## src/rtl/rs_pulse_driver.sv

```systemverilog
`default_nettype none
// ============================================================================
//  Module      : rs_pulse_driver
//  Description : Upstream driver for a NAND set/reset latch. It synchronizes
//                and debounces raw set/reset requests, then issues
//                fixed-width active-low strobes on s_n / r_n that are never
//                low together. After each strobe it checks the latch q
//                feedback against the expected state.
//  Revision    : 1.0 - initial release
// ============================================================================
module rs_pulse_driver #(
    parameter int DEB_CYCLES = 4,
    parameter int PULSE_W    = 3,
    parameter int GAP_W      = 2
) (
    input  logic clk,
    input  logic rst_n,
    input  logic set_req,
    input  logic reset_req,
    input  logic q,
    output logic s_n,
    output logic r_n,
    output logic busy,
    output logic expect_q,
    output logic mismatch
);

    // Debounce counter must be able to hold DEB_CYCLES itself.
    localparam int c_CNT_W  = (DEB_CYCLES > 1) ? $clog2(DEB_CYCLES + 1) : 1;
    // The phase counter serves both the strobe and gap windows.
    localparam int c_PH_MAX = (PULSE_W > GAP_W) ? PULSE_W : GAP_W;
    localparam int c_PH_W   = (c_PH_MAX > 1) ? $clog2(c_PH_MAX + 1) : 1;

    // The level flips on the edge where the count would reach DEB_CYCLES.
    localparam logic [c_CNT_W-1:0] c_DEB_LAST   = c_CNT_W'(DEB_CYCLES - 1);
    localparam logic [c_PH_W-1:0]  c_PULSE_LAST = c_PH_W'(PULSE_W - 1);
    localparam logic [c_PH_W-1:0]  c_GAP_LAST   = c_PH_W'(GAP_W - 1);

    typedef enum logic [1:0] {
        ST_IDLE   = 2'd0,
        ST_STROBE = 2'd1,
        ST_GAP    = 2'd2,
        ST_CHECK  = 2'd3
    } state_t;

    // Synchronizer stages
    logic r_set_s1, r_set_s2;
    logic r_rst_s1, r_rst_s2;
    logic r_q_s1,   r_q_s2;

    // Debounce state per request channel
    logic [c_CNT_W-1:0] r_set_cnt, r_rst_cnt;
    logic               r_set_lvl, r_rst_lvl;
    logic               r_set_ev,  r_rst_ev;

    // Request bookkeeping and sequencing
    logic               r_set_pend, r_rst_pend;
    state_t             r_state;
    logic [c_PH_W-1:0]  r_ph;

    // Registered outputs
    logic r_s_n, r_r_n, r_busy, r_expect_q, r_mismatch;

    // A request is serviceable if it is already pending or arriving right now.
    logic w_set_any, w_rst_any;
    assign w_set_any = r_set_pend | r_set_ev;
    assign w_rst_any = r_rst_pend | r_rst_ev;

    // Two-flop synchronizers for the asynchronous requests and latch feedback.
    always_ff @(posedge clk) begin
        if (!rst_n) begin
            r_set_s1 <= 1'b0;
            r_set_s2 <= 1'b0;
            r_rst_s1 <= 1'b0;
            r_rst_s2 <= 1'b0;
            r_q_s1   <= 1'b0;
            r_q_s2   <= 1'b0;
        end else begin
            r_set_s1 <= set_req;
            r_set_s2 <= r_set_s1;
            r_rst_s1 <= reset_req;
            r_rst_s2 <= r_rst_s1;
            r_q_s1   <= q;
            r_q_s2   <= r_q_s1;
        end
    end

    // Set channel debounce; a one-cycle event marks each debounced rise.
    always_ff @(posedge clk) begin
        if (!rst_n) begin
            r_set_cnt <= '0;
            r_set_lvl <= 1'b0;
            r_set_ev  <= 1'b0;
        end else begin
            r_set_ev <= 1'b0;
            if (r_set_s2 == r_set_lvl) begin
                r_set_cnt <= '0;
            end else if (r_set_cnt == c_DEB_LAST) begin
                r_set_lvl <= r_set_s2;
                r_set_cnt <= '0;
                r_set_ev  <= r_set_s2;
            end else begin
                r_set_cnt <= r_set_cnt + 1'b1;
            end
        end
    end

    // Reset channel debounce; a one-cycle event marks each debounced rise.
    always_ff @(posedge clk) begin
        if (!rst_n) begin
            r_rst_cnt <= '0;
            r_rst_lvl <= 1'b0;
            r_rst_ev  <= 1'b0;
        end else begin
            r_rst_ev <= 1'b0;
            if (r_rst_s2 == r_rst_lvl) begin
                r_rst_cnt <= '0;
            end else if (r_rst_cnt == c_DEB_LAST) begin
                r_rst_lvl <= r_rst_s2;
                r_rst_cnt <= '0;
                r_rst_ev  <= r_rst_s2;
            end else begin
                r_rst_cnt <= r_rst_cnt + 1'b1;
            end
        end
    end

    // Strobe sequencer: launch, hold strobe, hold gap, check feedback.
    always_ff @(posedge clk) begin
        if (!rst_n) begin
            r_state    <= ST_IDLE;
            r_ph       <= '0;
            r_set_pend <= 1'b0;
            r_rst_pend <= 1'b0;
            r_s_n      <= 1'b1;
            r_r_n      <= 1'b1;
            r_busy     <= 1'b0;
            r_expect_q <= 1'b0;
            r_mismatch <= 1'b0;
        end else begin
            r_mismatch <= 1'b0;
            // Events latch into pending flags in every state; repeats collapse.
            r_set_pend <= w_set_any;
            r_rst_pend <= w_rst_any;
            case (r_state)
                ST_IDLE: begin
                    // Reset has priority; a concurrent set stays pending.
                    if (w_rst_any) begin
                        r_rst_pend <= 1'b0;
                        r_r_n      <= 1'b0;
                        r_expect_q <= 1'b0;
                        r_busy     <= 1'b1;
                        r_ph       <= '0;
                        r_state    <= ST_STROBE;
                    end else if (w_set_any) begin
                        r_set_pend <= 1'b0;
                        r_s_n      <= 1'b0;
                        r_expect_q <= 1'b1;
                        r_busy     <= 1'b1;
                        r_ph       <= '0;
                        r_state    <= ST_STROBE;
                    end
                end
                ST_STROBE: begin
                    if (r_ph == c_PULSE_LAST) begin
                        r_s_n   <= 1'b1;
                        r_r_n   <= 1'b1;
                        r_ph    <= '0;
                        r_state <= ST_GAP;
                    end else begin
                        r_ph <= r_ph + 1'b1;
                    end
                end
                ST_GAP: begin
                    if (r_ph == c_GAP_LAST) begin
                        r_ph    <= '0;
                        r_state <= ST_CHECK;
                    end else begin
                        r_ph <= r_ph + 1'b1;
                    end
                end
                ST_CHECK: begin
                    r_mismatch <= (r_q_s2 != r_expect_q);
                    r_busy     <= 1'b0;
                    r_state    <= ST_IDLE;
                end
                default: begin
                    r_s_n   <= 1'b1;
                    r_r_n   <= 1'b1;
                    r_busy  <= 1'b0;
                    r_ph    <= '0;
                    r_state <= ST_IDLE;
                end
            endcase
        end
    end

    assign s_n      = r_s_n;
    assign r_n      = r_r_n;
    assign busy     = r_busy;
    assign expect_q = r_expect_q;
    assign mismatch = r_mismatch;

endmodule
`default_nettype wire
```

## config.mk

```make
export PLATFORM = sky130hd
export DESIGN_NAME = rs_pulse_driver
export DESIGN_NICKNAME = d
export VERILOG_FILES = /design/src/rtl/rs_pulse_driver.sv
export SDC_FILE = /design/constraint.sdc
export NUM_CORES = 1
export LEC_CHECK = 0
export CAP_MARGIN = 20
export CORE_ASPECT_RATIO = 0.8
export CORE_MARGIN = 10
export CORE_UTILIZATION = 58
export CTS_CLUSTER_DIAMETER = 200
export DETAILED_ROUTE_END_ITERATION = 16
export GPL_TIMING_DRIVEN = 0
export PLACE_DENSITY = 0.85
export RECOVER_POWER = 25
export SLEW_MARGIN = 20
export SYNTH_ARGS = -nofsm -noshare
export SYNTH_HDL_FRONTEND = slang
export SYNTH_SLANG_ARGS = --single-unit
```

## constraint.sdc

```tcl
create_clock -name clk -period 4.3 [get_ports clk]
set_clock_uncertainty 0.2 [all_clocks]
set_input_delay 0.86 -clock clk [delete_from_list [all_inputs] [get_ports clk]]
set_output_delay 0.86 -clock clk [all_outputs]
set_load 0.02 [all_outputs]
```

======== Word level (Yosys, flattened, before mapping) ========
Index checks and enable logic that the tools add are counted.
cells by class
  add/subtract/negate cells ............... 3
  reduce and logical (&&, ||, !) cells .... 19
  multiplexer cells ....................... 22
  bitwise gates (word level) .............. 7
  eq/ne operators ......................... 16
operators with widths
  kind                                                                    count
  2-bit 2-to-1 mux                                                        8
  2-bit AND reduction                                                     6
  3-bit OR reduction                                                      4
  2-bit != test (second input constant)                                   5
  1-bit 2-to-1 mux                                                        9
  2-bit one-hot mux with 4 select lines                                   1
  3-bit by 1-bit adder with 3-bit output (second input constant)          2
  2-bit equality test (second input constant)                             3
  3-bit by 2-bit equality test with 1-bit output (second input constant)  2
  1-bit one-hot mux with 2 select lines                                   3
  2-bit one-hot mux with 3 select lines                                   1
  3-bit AND reduction                                                     2
  2-bit nonzero test                                                      3
  1-bit NOT                                                               5
  2-bit by 1-bit equality test with 1-bit output (second input constant)  2
  4-bit AND reduction                                                     1
  3-bit != test (second input constant)                                   1
  3-bit nonzero test                                                      1
  2-bit by 1-bit adder with 2-bit output (second input constant)          1
  1-bit equality test                                                     2
  2-bit zero test                                                         1
  1-bit bitwise OR                                                        2
  2-bit OR reduction                                                      1
  1-bit != test                                                           1
word-level totals
  logic and storage cells ................. 88
  input bits .............................. 5
  output and inout bits ................... 5
  register bits after elaboration ......... 27

======== Longest topological paths before layout ========
  depth after elaboration ................. 4
  depth in mapped cells ................... 6
  depth with buffers taken out ............ 6

======== Least setup slack after synthesis ========
No wires, ideal clock.
  kind .................................... flip-flop to output port
  from .................................... register r_expect_q (netlist: expect_q)
  to ...................................... output port expect_q
  path slack .............................. 2.800 ns
  data arrival time ....................... 0.440 ns
  stages on the path, launching flop included .. 1
  required time ........................... 3.240 ns
  buffers on the path ..................... 0
  cell sequence ........................... dfxtp_1
RTL lines
  what                    RTL line  text
  start, declared         62        logic r_s_n, r_r_n, r_busy, r_expect_q, r_mismatch;
  start signal, assigned  138       r_expect_q <= 1'b0;
  start signal, assigned  151       r_expect_q <= 1'b0;
  start signal, assigned  158       r_expect_q <= 1'b1;
  end, declared           24        output logic expect_q,
No word-level cell between the ends.

======== Worst setup path in the final report ========
  from .................................... register r_expect_q (netlist: expect_q)
  to ...................................... output port expect_q
No word-level cell between the ends.

==> impl_metrics.toml <==
[setup_path]
cp_max_fo = 3
cp-end-kind = "primary output"
critPathLaunchType = "flop"
required_ns = 3.24
crit_chain = "clkdlybuf4s50_1"
cp.arrival_ns = 1.35
cpPeakStageDelay_ns = 0.62
crit_path_top_delay_cell = "clkdlybuf4s50_1"
worst-path-buf-inv = 1
critPathTopFamily = "buffers and inverters"
path_class = "reg -> out"

[timing]
finalSetupTns_ns = 0
final-setup-viol-count = 0
max_freq_mhz = 416
slew-limit-headroom = 0.794
hold_viol_final = 0
min_period_over_period = 0.559
holdWs_ns = 0.232
period_minus_slack_ns = 2.41
tightest_slew_ns = 0.309
rsz0062_at_grt = "no"
slew_violations = 0

[clocking]
cts.sinks = 27
cts_tree = "yes"
insertion_delay_ns = 0.33
postCtsResizedCells = 0
clk_path_buf_depth = 2
post_cts_buffers = 0
path_clk_slew_ns = 0.14
cts_root_buf = "clkbuf_4"
cts-htree-levels = 1
cts-buffers-inserted = 3
hold_buffers = 0

[floorplan]
die_x_um = 69.0
initial_utilization = 0.600
die_area_sq_um = 4090
die_y_um = 59.2
rows = 14
io_pins = 10
design.core.area_sq_um = 1860

[global_routing]
grt_usage = 0.103
globalRouteOverflowTotal = 0
grt_pass1_vias = 790
grt_antenna_before_repair = 0
grt_max_degree = 16
grt_pass1_wl_um = 3390

[final_layout]
postLayoutCoreUtil = 0.680
drive_gt1_frac = 0.103
antenna_cells = 0
final.fill_count = 168
final_nets = 141
design_area_sq_um = 1260
area_delta_synth_final_pct = 13.2

[place]
numPortBuffers = 9
dp.final_hpwl_um = 1450
dpl_cell_area_sq_um = 1230
gp_congestion = 0.744

[logic_synthesis]
synth_edf_count = 0
syn_area_per_cell_sq_um = 9.87
synth.area.top_cells = "dfxtp_1, ha_1, and2_1"
synth_seq_cells = 27
synth.yosys.warnings = 0
synth_top_area_frac = 0.485
ys.flop_type = "dfxtp_1"
synth_top_area_cell = "dfxtp_1"
synthArstFlopShare = 0
ys_types = 29
synth_area_sq_um = 1110
yosysSeqAreaShare = 0.485
synthesis.nets = 127
synth_cells = 113

[outcome]
status = "finished, final reports clean"

[worst_hold_path]
hold_path_class = "reg -> reg"

[drt]
wl_per_cell_um = 12.4
drtIter0Drc = 23
drt_pass1_iterations = 4
drc = 0
via_per_inst = 5.31
vias = 797
drt-total-wl_um = 1870
ant_nets = 0

[pwr]
total_power_w = 0.000408
ir_drop_mv = 0.254
p_per_area_nw_per_um2 = 324
power.leakage_nw = 0.558

[flow_run]
drv_cap = 0
==> layout by cell type (no fill, tap or decap), drive strengths merged, types with 2 or more instances in the layout <==
| master | count |
|---|---|
| nor2 | 10 |
| nand3b | 2 |
| a21oi | 6 |
| and2 | 7 |
| o21ai | 6 |
| and3 | 2 |
| ha | 9 |
| nor2b | 4 |
| mux2i | 4 |
| nand2 | 10 |
| xor2 | 3 |
| and4b | 2 |
| clkdlybuf4s50 | 8 |
| buf | 2 |
| inv | 7 |
| nand3 | 2 |
| dfxtp | 27 |
| clkbuf | 3 |
==> layer usage <==
metal  up-vias  global-route usage  part of all wire
met5         -                   0                 0
met4         0              0.0745             0.029
met3         7              0.0469             0.059
met2        19               0.168              0.46
met1       365               0.104              0.45
li1        406                   -                 -
==> cell type report <==
type                            instances  area, sq um  share of cell area
Buffer                                  2         10.0             0.00793
Sequential cell                        27          541               0.428
Clock buffer                            3         22.5              0.0178
Multi-Input combinational cell         77          538               0.426
Inverter                                7         26.3              0.0208
Clock inverter                          1         5.00             0.00396
Timing Repair Buffer                    9         90.1              0.0714
Tap cell                               24         30.0              0.0238
==> power by group <==
group          switching, W  internal, W
clock network     0.0000747    0.0000350
registers        0.00000313     0.000255
logic             0.0000238    0.0000168
==> registers in the layout, summed over array words and instances (netlist names) <==
register,cells
r_rst_cnt,3
r_set_cnt,3
r_ph,2
r_state,2
busy,1
expect_q,1
mismatch,1
r_n,1
r_q_s1,1
r_q_s2,1
r_rst_ev,1
r_rst_lvl,1
r_rst_pend,1
r_rst_s1,1
r_rst_s2,1
r_set_ev,1
r_set_lvl,1
r_set_pend,1
r_set_s1,1
r_set_s2,1
s_n,1
==> synthesized netlist by cell type (all sizes together) (3+ instances only) <==
cell,count
a21oi,6
and2,7
dfxtp,27
ha,9
inv,7
mux2i,4
nand2,10
nor2,10
nor2b,4
o21ai,6
xor2,3
==> per-stage QoR <==
step | setup WS, ns | cells
after floorplan | 2.80 | 113
after global placement | 2.08 | 146
after detailed placement | 2.08 | 146
after CTS | 1.89 | 150
after global routing | 1.83 | 150
final | 1.89 | 150
==> worst paths after layout <==
check	startpoint	endpoint	cells past startpoint	slack (ns)
min	r_set_cnt[0]	r_set_cnt[0]	1	0.23
min reg2reg	r_set_cnt[0]	r_set_cnt[0]	1	0.23
max reg2reg	r_state[0]	s_n	5	2.66
max	expect_q	expect_q	1	1.89
==> cell families (layout without fill, tap and decap cells) <==
kind of cell,Yosys count,count (layout),synth area share
and+or+nand+nor,43,43,0.219
DFF,27,27,0.485
AOI/OAI and AO/OA,18,18,0.103
adders and majority gates,9,9,0.101
buffers and inverters,9,22,0.0326
muxes,4,4,0.0359
xor gates and xnor gates,3,3,0.0236
No activity file was read; power rests on OpenSTA's default activity.
